<file path="src/rtl/keystream_diffuser_pkg.sv">
// Shared types and defaults for the keystream diffuser: key-byte width, FIFO depth,
// chaining seed and FSM state encodings.
package keystream_diffuser_pkg;

  localparam int unsigned KeyW = 8;
  localparam int unsigned FifoDepthDefault = 8;
  localparam logic [KeyW-1:0] IvDefault = 8'hA5;

  localparam logic [1:0] StIdle  = 2'd0;
  localparam logic [1:0] StRun   = 2'd1;
  localparam logic [1:0] StFlush = 2'd2;

endpackage

</file>
<file path="src/rtl/keystream_diffuser_key_fifo.sv">
// Key-byte FIFO: writes three bytes per push, reads one per pop, circular buffer.
// DEPTH must be a power of two so the pointers wrap for free.
module keystream_diffuser_key_fifo
  import keystream_diffuser_pkg::*;
#(
  parameter int unsigned DEPTH = FifoDepthDefault,
  localparam int unsigned PtrW = $clog2(DEPTH),
  localparam int unsigned CntW = $clog2(DEPTH + 1)
) (
  input  logic            clk,
  input  logic            rst,
  input  logic            push,
  input  logic [KeyW-1:0] din0,
  input  logic [KeyW-1:0] din1,
  input  logic [KeyW-1:0] din2,
  input  logic            pop,
  output logic [KeyW-1:0] head,
  output logic [CntW-1:0] count
);

  logic [KeyW-1:0] mem_q [DEPTH];
  logic [PtrW-1:0] wr_ptr_q, rd_ptr_q;
  logic [CntW-1:0] count_q, count_d;

  always_ff @(posedge clk) begin
    if (push) begin
      mem_q[wr_ptr_q]                <= din0;
      mem_q[wr_ptr_q + PtrW'(1)]     <= din1;
      mem_q[wr_ptr_q + PtrW'(2)]     <= din2;
    end
  end

  always_comb begin
    count_d = count_q;
    if (push) count_d = count_d + CntW'(3);
    if (pop)  count_d = count_d - CntW'(1);
  end

  always_ff @(posedge clk or posedge rst) begin
    if (rst) begin
      wr_ptr_q <= '0;
      rd_ptr_q <= '0;
      count_q  <= '0;
    end else begin
      if (push) wr_ptr_q <= wr_ptr_q + PtrW'(3);
      if (pop)  rd_ptr_q <= rd_ptr_q + PtrW'(1);
      count_q <= count_d;
    end
  end

  assign head  = mem_q[rd_ptr_q];
  assign count = count_q;

endmodule

</file>
<file path="src/rtl/keystream_diffuser.sv">
// Chained XOR/add pixel cipher fed by a key-byte FIFO filled from extractor triplets.
// Optional decrypt mode is built when KEYSTREAM_DIFFUSER_DECRYPT_EN is defined.
module keystream_diffuser
  import keystream_diffuser_pkg::*;
#(
  parameter int unsigned     FIFO_DEPTH = FifoDepthDefault,
  parameter int unsigned     NPIX_W     = 20,
  parameter logic [KeyW-1:0] IV         = IvDefault
) (
  input  logic              clk,
  input  logic              rst,
  input  logic              start,
  input  logic [NPIX_W-1:0] num_pixels,
`ifdef KEYSTREAM_DIFFUSER_DECRYPT_EN
  input  logic              decrypt,
`endif
  input  logic              ex_valid,
  output logic              ex_ready,
  input  logic [22:0]       ex1,
  input  logic [22:0]       ex2,
  input  logic [22:0]       ex3,
  input  logic              pix_in_valid,
  output logic              pix_in_ready,
  input  logic [7:0]        pix_in,
  output logic              pix_out_valid,
  input  logic              pix_out_ready,
  output logic [7:0]        pix_out,
  output logic              pix_out_last,
  output logic              busy,
  output logic              done
);

  localparam int unsigned CntW = $clog2(FIFO_DEPTH + 1);

  logic [1:0]        state_q, state_d;
  logic [NPIX_W-1:0] remaining_q, remaining_d;
  logic [7:0]        chain_q, chain_d;
  logic [7:0]        pix_out_q, pix_out_d;
  logic              valid_q, valid_d;
  logic              last_q, last_d;
  logic              done_q, done_d;

  logic [KeyW-1:0]   key_head;
  logic [CntW-1:0]   key_count;
  logic              fifo_push, accept;
  logic [7:0]        cipher_out, chain_next;

  // Only the low key byte of each extractor word feeds the keystream.
  logic unused_ex;
  assign unused_ex = ^{ex1[22:KeyW], ex2[22:KeyW], ex3[22:KeyW]};

  assign ex_ready     = (key_count <= CntW'(FIFO_DEPTH - 3));
  assign fifo_push    = ex_valid && ex_ready;
  assign pix_in_ready = (state_q == StRun) && (key_count != '0) && (!valid_q || pix_out_ready);
  assign accept       = pix_in_valid && pix_in_ready;

  keystream_diffuser_key_fifo #(
    .DEPTH (FIFO_DEPTH)
  ) u_key_fifo (
    .clk   (clk),
    .rst   (rst),
    .push  (fifo_push),
    .din0  (ex1[KeyW-1:0]),
    .din1  (ex2[KeyW-1:0]),
    .din2  (ex3[KeyW-1:0]),
    .pop   (accept),
    .head  (key_head),
    .count (key_count)
  );

`ifdef KEYSTREAM_DIFFUSER_DECRYPT_EN
  logic decrypt_q;

  always_ff @(posedge clk or posedge rst) begin
    if (rst) begin
      decrypt_q <= 1'b0;
    end else if (state_q == StIdle && start) begin
      decrypt_q <= decrypt;
    end
  end

  // Decrypt chains on the received ciphertext so both directions share one chain.
  always_comb begin
    if (decrypt_q) begin
      cipher_out = (pix_in - chain_q) ^ key_head;
      chain_next = pix_in;
    end else begin
      cipher_out = (pix_in ^ key_head) + chain_q;
      chain_next = cipher_out;
    end
  end
`else
  always_comb begin
    cipher_out = (pix_in ^ key_head) + chain_q;
    chain_next = cipher_out;
  end
`endif

  always_comb begin
    state_d     = state_q;
    remaining_d = remaining_q;
    chain_d     = chain_q;
    pix_out_d   = pix_out_q;
    valid_d     = valid_q;
    last_d      = last_q;
    done_d      = 1'b0;
    case (state_q)
      StIdle: begin
        if (start) begin
          remaining_d = (num_pixels == '0) ? NPIX_W'(1) : num_pixels;
          chain_d     = IV;
          state_d     = StRun;
        end
      end
      StRun: begin
        if (accept) begin
          pix_out_d   = cipher_out;
          valid_d     = 1'b1;
          last_d      = (remaining_q == NPIX_W'(1));
          chain_d     = chain_next;
          remaining_d = remaining_q - NPIX_W'(1);
          if (remaining_q == NPIX_W'(1)) state_d = StFlush;
        end else if (valid_q && pix_out_ready) begin
          valid_d = 1'b0;
          last_d  = 1'b0;
        end
      end
      StFlush: begin
        if (valid_q && pix_out_ready) begin
          valid_d = 1'b0;
          last_d  = 1'b0;
          done_d  = 1'b1;
          state_d = StIdle;
        end
      end
      default: state_d = StIdle;
    endcase
  end

  always_ff @(posedge clk or posedge rst) begin
    if (rst) begin
      state_q     <= StIdle;
      remaining_q <= '0;
      chain_q     <= IV;
      pix_out_q   <= '0;
      valid_q     <= 1'b0;
      last_q      <= 1'b0;
      done_q      <= 1'b0;
    end else begin
      state_q     <= state_d;
      remaining_q <= remaining_d;
      chain_q     <= chain_d;
      pix_out_q   <= pix_out_d;
      valid_q     <= valid_d;
      last_q      <= last_d;
      done_q      <= done_d;
    end
  end

  assign pix_out       = pix_out_q;
  assign pix_out_valid = valid_q;
  assign pix_out_last  = last_q;
  assign busy          = (state_q != StIdle);
  assign done          = done_q;

endmodule
</file>
<file path="config.mk">
export PLATFORM = sky130hd
export DESIGN_NAME = keystream_diffuser
export DESIGN_NICKNAME = d
export VERILOG_FILES = /design/src/rtl/keystream_diffuser_pkg.sv /design/src/rtl/keystream_diffuser_key_fifo.sv /design/src/rtl/keystream_diffuser.sv
export SDC_FILE = /design/constraint.sdc
export NUM_CORES = 1
export LEC_CHECK = 0
export BUFFER_PORTS_ARGS = -buffer_cell sky130_fd_sc_hd__buf_4
export CORE_ASPECT_RATIO = 1.2
export CORE_MARGIN = 5
export CORE_UTILIZATION = 40
export CTS_BUF_LIST = sky130_fd_sc_hd__clkbuf_4 sky130_fd_sc_hd__clkbuf_8
export CTS_CLUSTER_DIAMETER = 60
export DETAILED_ROUTE_END_ITERATION = 8
export PLACE_DENSITY = 0.63
export SETUP_SLACK_MARGIN = 0.05
export SLEW_MARGIN = 20
export SYNTH_ARGS = -nofsm -noshare
export SYNTH_HDL_FRONTEND = slang
export SYNTH_SLANG_ARGS = --single-unit
</file>
<file path="constraint.sdc">
create_clock -name clk -period 6.4 [get_ports clk]
set_clock_uncertainty 0.05 [all_clocks]
set_input_delay 1.28 -clock clk [delete_from_list [all_inputs] [get_ports clk]]
set_output_delay 1.28 -clock clk [all_outputs]
set_load 0.005 [all_outputs]
</file>
* Word-level counts from Yosys, hierarchy flattened
Memory sizes are Yosys's and may differ from the RTL's.
Index checks and enable logic that the tools add are counted.
** Operators by class
- Add/subtract/negate cells :: 8
- Order comparisons :: 1
- Equality and inequality tests :: 7
- Multiplexer cells :: 24
- Bitwise gates (word level) :: 1
- Reduce and logical (&&, ||, !) cells :: 16
** Operators by type and width (count)
- two-way mux 20 bit :: 3
- case mux 20 bit (2 select lines) :: 1
- == test 20 x 1 -> 1 bit, second input constant :: 1
- zero test 20 bit :: 1
- subtractor 20 x 1 -> 20 bit, second input constant :: 1
- two-way mux 8 bit :: 2
- case mux 8 bit (2 select lines) :: 1
- adder 8 bit :: 1
- two-way mux 1 bit :: 8
- two-way mux 2 bit :: 4
- two-way mux 4 bit :: 2
- bitwise XOR 8 bit :: 1
- adder 3 x 1 -> 3 bit, second input constant :: 2
- adder 3 x 2 -> 3 bit, second input constant :: 2
- inequality test 2 bit, second input constant :: 3
- case mux 2 bit (3 select lines) :: 1
- nonzero test 2 bit :: 3
- logical AND 1 bit :: 5
- adder 4 x 2 -> 4 bit, second input constant :: 1
- <= comparator 4 x 3 -> 1 bit, second input constant :: 1
- case mux 1 bit (2 select lines) :: 2
- AND reduction 4 bit :: 1
- nonzero test 4 bit :: 1
- subtractor 4 x 1 -> 4 bit, second input constant :: 1
- 8 further kinds :: 8
** Word-level totals
- Bits in registers :: 51
- RAM bits :: 64
- Input port bits :: 103
- Output and inout port bits :: 14
- Word-level logic and storage cells :: 68
- Memories kept :: 1
** Memories
- u_key_fifo.mem_q :: depth 8, width 8, rd ports 1, clocked after Yosys merged registers in 0, write ports 3, RTL line keystream_diffuser_key_fifo.sv:21 : logic [KeyW-1:0] mem_q [DEPTH];

* Logic depth before layout (Yosys ltp)
- Depth after elaboration :: 6
- Gate-level depth with buffers :: 12
- Mapped depth without buffers :: 10

* By module
A second synthesis with hierarchy kept.
** Second synthesis, totals
- Cell total of the unflattened synthesis :: 723
- Area, all modules :: 7509.7 sq um
** By module, submodules not included
- keystream_diffuser_key_fifo :: instances 1, cells each 410, area each 4725.8 sq um, seq. area each 2172.1 sq um
- keystream_diffuser :: instances 1, cells each 313, area each 2783.9 sq um, seq. area each 1031.0 sq um

* Least setup slack after synthesis
No wires, ideal clock.
- Path kind :: register to register
- Start point :: reg u_key_fifo.rd_ptr_q[0]
- End point :: reg pix_out_q[6], in the netlist pix_out[6]
- Library setup time :: 0.128 ns
- Arrival :: 3.142 ns
- Required time :: 6.222 ns
- Setup slack :: 3.081 ns
- Cell stages (with the launch flop) :: 13
- Path buffers :: 2
- Period minus slack after synthesis :: 3.319 ns
- Path through :: dfrtp_1 -> buf_2 -> buf_2 -> mux4_2 -> mux2i_1 -> xnor2_1 -> ha_1 -> fa_1 -> a21o_1 -> a21oi_1 -> o21ai_0 -> xor2_1 -> mux2_1
** On the way
- Longest elaborated chain between the ends :: 3
** RTL lines
- from (decl) :: RTL line keystream_diffuser_key_fifo.sv:22 : logic [PtrW-1:0] wr_ptr_q, rd_ptr_q;
- from (signal assigned) :: RTL line keystream_diffuser_key_fifo.sv:46 : if (pop) rd_ptr_q <= rd_ptr_q + PtrW'(1);
- memory (8 x 8 bit)
- bitwise XOR 8 bit :: RTL line keystream_diffuser.sv:94 : cipher_out = (pix_in ^ key_head) + chain_q;
- adder 8 bit :: RTL line keystream_diffuser.sv:94
- to (signal assigned) :: RTL line keystream_diffuser.sv:153 : pix_out_q <= pix_out_d;
- to (decl) :: RTL line keystream_diffuser.sv:38 : logic [7:0] pix_out_q, pix_out_d;
No other way between the ends.
A chain may end at the register's enable or synchronous reset.

* Worst setup path after layout
Same ends and word-level chain as after synthesis.

==> reports/results.tsv <==
stage	metric	value	unit
global_routing	via count of the first global-routing pass	5467	
finish	Multi-input gate area	3772	um^2
placement	routability cong.	0.8309	
finish	filler cell count in the final layout	1704	
pwr	pwr/cell area	439.4	nW/um^2
critical_path	CP endpoint kind	flop	
cts	clk_lat worst skew	0.44	ns
cts	clock buffer depth	2	
critical_path	worst r2r path cells	11	
timing	RSZ-0062 raised after global routing	no	
timing	max-slew violations	0	
global_routing	met2 usage	31.29	%
logic_synthesis	top_reg_cell synth	edfxtp_1	
logic_synthesis	synthesized net count	856	
routing	Routed Antenna Nets	0	
critical_path	crit-path max FO	11	
timing	max_slew headroom	29.49	%
logic_synthesis	Yosys warnings	0	
logic_synthesis	post-synth top area share	26.23	%
timing	Min Hold Slack	0.4344	ns
critical_path	Worst Setup Path Type	reg2reg	
timing	Tcrit/Tclk final	56.21	%
hold_path	Hold Path Cell Cnt	2	
placement	port bufs	71	
job	max cap viols	0	
cts	clk root buf	clkbuf_8	
finish	register area	3203	um^2
critical_path	internal reg-to-reg setup slack	2.80	ns
finish	most common cell after layout, fill and taps aside	buf_4	
routing	Pre-antenna DRT Iters	5	
timing	Tmin final	3.597	ns
global_routing	GRT met3 Usage	4.014	%
logic_synthesis	Post-Syn Instances	732	
cts	post-cts hold buffer count	0	
global_routing	met1 usage	21.08	%
cts	Max H-tree Level	4	
critical_path	Worst Path Arrival	3.87	ns
finish	ratio of cells with drive above 1 in the final layout	17.67	%
logic_synthesis	Avg Synthesized Cell Area	10.01	um^2
floorplan	Die Y	158.3	um
global_routing	grt ovf	0	
cts	Resized Gates After CTS	0	
floorplan	Starting Density	40.47	%
logic_synthesis	number of synthesized register bits	115	
routing	vias per cell	5.534	
routing	Avg WL per Cell	18.10	um
finish	Area growth syn-to-layout	14.29	%
routing	drt total wl	18190	um
timing	Setup TNS	0	ns
status	outcome	complete, no violations	
cts	post-CTS setup buffers	0	
pwr	LEAKAGE	3.391	nW
floorplan	Die X	133.6	um
hold_path	hold crit path type	reg2reg	
routing	Vias	5562	
finish	Layout Utilization	46.25	%
logic_synthesis	asr flop ratio synth	44.35	%
logic_synthesis	EDFF count, synth	64	
finish	Ant. Diodes	0	
logic_synthesis	Synth area leaders	edfxtp_1 26%, dfrtp_1 16%, mux2i_1 11%, mux4_2 4.9%, a21oi_1 3.8%	
cts	CTS tree	built	
floorplan	I/O pin count	117	
global_routing	GRT Util Overall	17.50	%
critical_path	Worst setup SP type	flop	
global_routing	largest net degree at the start of global routing	52	
finish	commonest cells after routing, fill and taps aside	79 x buf_4, 78 x mux2i_1, 71 x nor2_1	
timing	Max Clk Rate	278.0	MHz
pwr	Worst VDD drop	151.1	uV
pwr	Design Power	3.681	mW
global_routing	Most Used Layer, Global Route	met2	
hold_path	worst hold path startpoint	pix_out[4]	
cts	cts bufs inserted	17	
timing	final setup violation count	0	
routing	DRC	0	
floorplan	Die Area	21140	um^2
timing	slew at the pin closest to its max-slew limit	1.054	ns
logic_synthesis	sequential area share after synthesis	43.71	%
finish	Net count, final	892	
critical_path	Worst EP required	6.67	ns
cts	Reg clk slew, reported paths	0.07	ns
logic_synthesis	synthesized area	7328	um^2
placement	Post-DP HPWL	13460	um
floorplan	Core Region	18110	um^2
critical_path	reg-to-reg startpoint	u_key_fifo.rd_ptr_q[0]	
floorplan	Cell Rows	54	
routing	Iter 0 DRT Violations	486	
logic_synthesis	Yosys cell types	66	
hold_path	Worst Hold Path EP	pix_out[4]	
timing	hold violation count in the final report	0	
global_routing	first-pass GRT wire length	29030	um
logic_synthesis	cell taking the most area after synthesis	edfxtp_1	
critical_path	reg2reg end	pix_out[6]	
global_routing	initial antenna violation count	0	
cts	TritonCTS Sinks	115	
-- per-stage QoR --
stage          worst slack [ns]  cells  area (um^2)
5_1_grt                   2.536   1005         8376
3_3_place_gp              2.675    973         7920
3_5_place_dp              2.633    973         7920
6_report                  2.803   1005         8376
2_1_floorplan             3.081    732         7328
4_1_cts                   2.734   1005         8376
-- synthesized netlist by cell type (all sizes together) (19+ instances only) --
library cell and n:
mux2i 78, nor2 72, nand2 69, edfxtp 64, a21oi 56, dfrtp 47, o21ai 47, clkbuf 36
buf 26, ha 20, nor3 20, xnor2 20, inv 19
-- where the power goes --
group	leakage (nW)	total (mW)	internal [mW]	switching, mW
Combinational	1.96	1.67	0.743	0.930
Clock	0.233	0.776	0.473	0.303
Sequential	1.20	1.23	1.02	0.207
-- critical path: stages, from the launching register on --
cell	delay, ns
dfrtp_1	0.62
buf_4	0.35
mux4_2	0.55
mux2i_1	0.17
xnor2_1	0.09
ha_1	0.22
fa_1	0.42
a21o_1	0.17
a21oi_1	0.20
o21ai_0	0.15
xor2_1	0.17
mux2_1	0.30
-- kinds of logic (layout without fill, tap and decap cells) --
kind of cell    after synthesis  count (layout)  share of synthesized area (%)
fa+ha+maj                    21              21                          3.688
simple gates                235             235                          15.49
buf+inv                      81             130                          4.815
xor+xnor                     25              25                          2.988
compound gates              157             157                          13.13
mux                          98              98                          16.19
flops                       115             115                          43.71
-- registers in the layout, summed over array words and instances, names as in the netlist --
signal	cells
u_key_fifo.mem_q	64
remaining_q	20
chain_q	8
pix_out	8
u_key_fifo.count	4
u_key_fifo.rd_ptr_q	3
u_key_fifo.wr_ptr_q	3
state_q	2
done	1
pix_out_last	1
pix_out_valid	1
-- routing by layer --
| metal | part of all wire, % | routed length (um) | vias to the layer above |
|---|---|---|---|
| li1 | - | - | 2740 |
| met1 | 44 | 7937 | 2670 |
| met2 | 51 | 9202 | 136 |
| met3 | 4.6 | 835 | 16 |
| met4 | 1.2 | 215 | 0 |
| met5 | 0 | 0 | - |
-- worst max-delay path by stage --
stage | from | end
after detailed placement | ex_valid | u_key_fifo.mem_q[0][2]
after CTS | u_key_fifo.rd_ptr_q[0] | pix_out[6]
after global routing | u_key_fifo.rd_ptr_q[0] | pix_out[6]
after global placement | ex_valid | u_key_fifo.mem_q[4][2]
final | u_key_fifo.rd_ptr_q[0] | pix_out[6]
after floorplan | u_key_fifo.rd_ptr_q[0] | pix_out[6]
-- layout make-up --
cell class	count	area share, %
inverters	19	0.8515
clock buffers	23	3.630
well taps	224	3.346
repair buffers	79	7.081
flip-flops and latches	115	38.24
clock inverters	9	1.808
multi-input cells	536	45.04
Power figures use the tool's default switching activity.
